$ cat config.mk
export PLATFORM = sky130hd
export DESIGN_NAME = seg7_decode
export DESIGN_NICKNAME = d
export VERILOG_FILES = /design/src/rtl/sym_pkg.sv /design/src/rtl/seg7_decode.sv
export SDC_FILE = /design/constraint.sdc
export NUM_CORES = 1
export LEC_CHECK = 0
export CORE_AREA = 2 2 39 41
export DETAILED_ROUTE_END_ITERATION = 10
export DIE_AREA = 0 0 41 43
export PLACE_DENSITY = 0.41
export SLEW_MARGIN = 10
export SYNTH_ARGS = -nofsm -noshare
export SYNTH_HDL_FRONTEND = slang
export SYNTH_SLANG_ARGS = --single-unit
$ cat constraint.sdc
create_clock -name vclk -period 3.26
set_clock_uncertainty 0.2 [all_clocks]
set_input_delay 0.652 -clock vclk [all_inputs]
set_output_delay 0.652 -clock vclk [all_outputs]
set_load 0.05 [all_outputs]
$ cat src/rtl/sym_pkg.sv
// ============================================================================
//  Module   : sym_pkg
//  Brief    : Shared types and constants for the answer stage.
//  Revision : 1.0
// ============================================================================
`default_nettype none

package sym_pkg;

    typedef enum logic [1:0] {
        IDLE   = 2'd0,
        ENTRY  = 2'd1,
        RESULT = 2'd2
    } ans_state_t;

    localparam logic [7:0] SEG_BLANK = 8'hFF;

    // Active-low {dp,g,f,e,d,c,b,a}; dp is always off
    localparam logic [7:0] SEG_DIGITS [10] = '{
        8'hC0, 8'hF9, 8'hA4, 8'hB0, 8'h99,
        8'h92, 8'h82, 8'hF8, 8'h80, 8'h90
    };

endpackage

`default_nettype wire

$ cat src/rtl/seg7_decode.sv
// ============================================================================
//  Module   : seg7_decode
//  Brief    : BCD digit to active-low 7-segment pattern with blanking.
//  Revision : 1.0
// ============================================================================
`default_nettype none

module seg7_decode
    import sym_pkg::*;
(
    input  logic [3:0] digit,
    input  logic       blank,
    output logic [7:0] seg
);
    always_comb begin
        seg = SEG_BLANK;
        if (!blank && (digit <= 4'd9)) begin
            seg = SEG_DIGITS[digit];
        end
    end
endmodule

`default_nettype wire

==> flow_summary_export.csv, run 1 <==
group,metric,value,unit
synthesis,synth_top_cell_by_area,"ha_1",
worst_setup_path,cp_max_fo,4,
pwr,power,0.0807,mW
cells_and_area,clockBufferCount,0,
detailed_routing,dr.pass1.iters,4,
synthesis,yosysSeqAreaShare,0,%
die,rows,14,
global_route,grt_pass1_vias,182,
global_route,grt.busiest_layer,"met2",
worst_setup_path,cp-start-kind,"input pin",
cells_and_area,utilization,29.8,%
cells_and_area,fin_cells,57,
place,dp_hpwl,416,um
detailed_routing,viasPerCell,4.07,
timing,layout_min_cycle_time,3.08,ns
pwr,p_leak,0.185,nW
place,portBuffers,12,
timing,finalSetupViolCount,0,
timing,rsz0062_at_grt,"no",
detailed_routing,drc,0,
pwr,ir_drop,0.0420,mV
synthesis,netlist.area_leader.share,28.2,%
cells_and_area,nFlopsAndLatches,0,
die,pin_count,13,
timing,tns,0,ns
die,die_w,41,um
global_route,grt_use_met3,0.524,%
place,placedCellCount,57,
clock_network,cts_resized,0,
cells_and_area,diodes,0,
worst_setup_path,end_kind,"output pin",
global_route,antenna_found_initial,0,
flow_run,drv_cap,0,
pwr,clkPwrFrac,0,%
worst_setup_path,critPathArrivalTime,2.23,ns
synthesis,syn-cell-area,221,um2
global_route,grt-ovfl-total,0,
pwr,p_per_area,195,mW/mm2
timing,drv_slew,0,
timing,hold_ws,1.91,ns
global_route,grt_pass1_wl,807,um
clock_network,holdBufCountCts,0,
outcome,status,"completed",
global_route,grt_use_met1,8.86,%
pwr,power_frac_comb,100.0,%
pwr,switchingPower,0.0445,mW
die,die_h,43,um
pwr,p_seq_share,0,%
worst_hold_path,min_path_type,"in -> out",
synthesis,syn-mean-instance-area,7.14,um2
die,start_util,16.0,%
synthesis,syn_nets,41,
clock_network,post_cts_buffers,0,
worst_setup_path,critPathKind,"in -> out",
global_route,grtUsageTotal,6.09,%
global_route,grt.met2_usage,10.0,%
timing,fin_crit_sh,94.4,%
synthesis,ys_top_cells_by_count,"5 x ha_1, 5 x o21ai_0, 4 x a21oi_1",
cells_and_area,design_area,413,um2
cells_and_area,drive_above_1_share,24.4,%
pwr,p_int,0.0362,mW
worst_setup_path,required,2.41,ns
cells_and_area,seq_area,0,um2
cells_and_area,fillCellCount,154,
timing,setup_slack,0.182,ns
detailed_routing,post_drt_wl_per_cell,8.19,um
synthesis,yosys_warnings,0,
die,core,0.00138,mm2
cells_and_area,syn2layout_area_growth,86.4,%
global_route,grt_max_degree,11,
detailed_routing,ant_nets,0,
detailed_routing,vias,232,
timing,max_freq,325,MHz
die,die_area,0.00176,mm2
cells_and_area,fin_nets,53,
timing,hold_viol_final,0,
pwr,p_sw_share,55.2,%
synthesis,ys_top_cells_by_area,"ha_1 28%, o21ai_0 11%, a21oi_1 9.0%",
place,preCtsSetupSlack,0.170,ns
synthesis,ys_types,14,
detailed_routing,drt_wl_total,467,um
place,place.gp.congestion,0.718,
synthesis,synth_cells,31,
detailed_routing,drtIter0Drc,4,
place,place_area,413,um2
power by group through the flow:
stage	logic, mW	clock network [mW]	registers (mW)
3_3_place_gp	0.0813	0	0
4_1_cts	0.0815	0	0
2_1_floorplan	0.0443	0	0
3_5_place_dp	0.0814	0	0
5_1_grt	0.0858	0	0
6_report	0.0807	0	0
cell families after synthesis:
kind of cell	after synthesis	share of synthesized area [%]
compound gates	12	39.6
fa+ha+maj	5	28.2
buf+inv	5	13.6
other cells	1	1.69
simple gates	8	17.0
worst max-delay path, cell delays in order:
cell and delay, ns:
clkdlybuf4s50_1 0.56, inv_1 0.11, ha_1 0.30, inv_1 0.06
a21oi_1 0.05, o21ai_0 0.30, buf_12 0.18
path summary, 6_finish.rpt:
path                 start      to  slack [ns]  cells past startpoint
hold / removal       blank  seg[2]        1.91                      4
setup / recovery  digit[0]  seg[3]        0.18                      7
final cells by class:
| cell class | count | area [um2] | area share, % |
|---|---|---|---|
| Inverter | 3 | 11.3 | 2.73 |
| Timing Repair Buffer | 12 | 190 | 46.1 |
| Multi-Input combinational cell | 26 | 191 | 46.4 |
| Tap cell | 16 | 20.0 | 4.85 |
layer usage:
| layer | up-vias | share of wire (%) |
|---|---|---|
| met2 | 8 | 47 |
| met3 | 0 | 7.1 |
| li1 | 120 | - |
| met5 | - | 0 |
| met4 | 0 | 0 |
| met1 | 104 | 46 |
cells in the final DEF (no fill, tap or decap):
| cell type | Yosys | layout |
|---|---|---|
| buf_12 | 0 | 7 |
| o21ai_0 | 5 | 5 |
| ha_1 | 5 | 5 |
| clkdlybuf4s50_1 | 0 | 5 |
| a21oi_1 | 4 | 4 |
| inv_1 | 3 | 3 |
| nor2_1 | 3 | 3 |
| nand2_1 | 3 | 3 |
| o21bai_4 | 1 | 1 |
| a21oi_4 | 1 | 1 |
| nand2b_1 | 1 | 1 |
| o211ai_1 | 1 | 1 |
| and2b_2 | 1 | 1 |
| conb_1 | 1 | 1 |
(Power assumes the default switching activity.)
==> run 2, diff against run 1 <==
--- a/config.mk
+++ b/config.mk
@@ -8,7 +8,8 @@
 export CORE_AREA = 2 2 39 41
 export DETAILED_ROUTE_END_ITERATION = 10
 export DIE_AREA = 0 0 41 43
-export PLACE_DENSITY = 0.41
+export DONT_BUFFER_PORTS = 1
+export PLACE_DENSITY = 0.3
 export SLEW_MARGIN = 10
 export SYNTH_ARGS = -nofsm -noshare
 export SYNTH_HDL_FRONTEND = slang
==> flow_summary_export.csv, run 2 (synthesized netlist as in run 1, its figures left out) <==
group,metric,value,unit
outcome,status,"completed",
die,die_h,43,um
detailed_routing,drt_wl_total,443,um
worst_setup_path,end_kind,"output pin",
timing,finalSetupViolCount,0,
worst_setup_path,critical_path.endpoint,"seg[6]",
place,portBuffers,0,
worst_hold_path,min_from,"digit[3]",
timing,rsz0062_at_grt,"no",
die,die_w,41,um
die,rows,14,
cells_and_area,fin_nets,46,
timing,worst_slew_pin_slew,0.951,ns
timing,hold_viol_final,0,
timing,slew_headroom,36.2,%
clock_network,holdBufCountCts,0,
timing,drv_slew,0,
place,place.gp.congestion,0.658,
clock_network,cts_resized,0,
global_route,grt-ovfl-total,0,
global_route,grt_pass1_wl,731,um
worst_setup_path,critPathLaunch,"digit[1]",
pwr,ir_drop,0.0320,mV
timing,layout_min_cycle_time,2.55,ns
pwr,p_leak,0.117,nW
clock_network,post_cts_buffers,0,
global_route,antenna_found_initial,0,
detailed_routing,vias,193,
timing,hold_ws,1.33,ns
detailed_routing,drtIter0Drc,0,
place,place_area,260,um2
detailed_routing,post_drt_wl_per_cell,8.86,um
cells_and_area,syn2layout_area_growth,17.5,%
global_route,grt_pass1_vias,159,
cells_and_area,seq_area,0,um2
worst_setup_path,critPathKind,"in -> out",
pwr,p_per_area,195,mW/mm2
die,pin_count,13,
cells_and_area,fillCellCount,160,
worst_setup_path,cp_max_fo,7,
global_route,grtUsageTotal,5.39,%
worst_setup_path,required,2.41,ns
worst_setup_path,cp-start-kind,"input pin",
cells_and_area,diodes,0,
global_route,grt_max_degree,11,
cells_and_area,final_cell_mix,"5 x o21ai_1, 5 x ha_1, 5 x buf_4, 4 x a21oi_1",
timing,fin_crit_sh,78.3,%
cells_and_area,design_area,260,um2
worst_setup_path,critPathArrivalTime,1.70,ns
timing,tns,0,ns
flow_run,drv_cap,0,
worst_hold_path,hold_depth,2,
cells_and_area,nFlopsAndLatches,0,
place,dp_hpwl,391,um
die,die_area,0.00176,mm2
cells_and_area,drive_above_1_share,23.5,%
timing,max_freq,392,MHz
die,start_util,16.0,%
detailed_routing,drc,0,
worst_hold_path,min_path_type,"in -> out",
detailed_routing,viasPerCell,3.86,
detailed_routing,ant_nets,0,
detailed_routing,dr.pass1.iters,1,
die,core,0.00138,mm2
cells_and_area,clockBufferCount,0,
## run 2: worst min path at each step
stage	end	slack [ns]
global placement	seg[3]	1.34
detailed placement	seg[5]	1.34
finish	seg[5]	1.33
floorplan	seg[2]	1.46
CTS	seg[5]	1.34
global route	seg[3]	1.34
## run 2: area by class of cell
| cell class | instances | area (um2) | share of cell area, % |
|---|---|---|---|
| inverters | 3 | 11.3 | 4.33 |
| multi-input cells | 26 | 191 | 73.6 |
| well taps | 16 | 20.0 | 7.69 |
| repair buffers | 5 | 37.5 | 14.4 |
## run 2: report_power, final
| group | internal (mW) | switching [mW] |
|---|---|---|
| clock network | 0 | 0 |
| registers | 0 | 0 |
| logic | 0.0143 | 0.0365 |
| total | 0.0143 | 0.0365 |
## run 2: through the flow
step	instances	total power, mW	utilization (%)	setup slack, ns
after floorplan	31	0.0443	-	0.202
after global placement	50	0.0519	18.8	0.697
after detailed placement	50	0.0512	18.8	0.691
after CTS	50	0.0513	18.8	0.691
after global routing	50	0.0551	18.8	0.642
final	50	0.0508	18.8	0.708
## run 2: critical path: stages
cell	delay (ns)
inv_1	0.05
ha_1	0.22
o21bai_4	0.17
a21oi_4	0.09
o21ai_1	0.51
## run 2: routing by layer
| layer | vias to the layer above | wire [um] | track usage [%] |
|---|---|---|---|
| met4 | 0 | 0 | 0 |
| met5 | - | 0 | 0 |
| met3 | 0 | 69 | 1.57 |
| met2 | 8 | 173 | 7.50 |
| li1 | 107 | - | - |
| met1 | 78 | 200 | 8.54 |
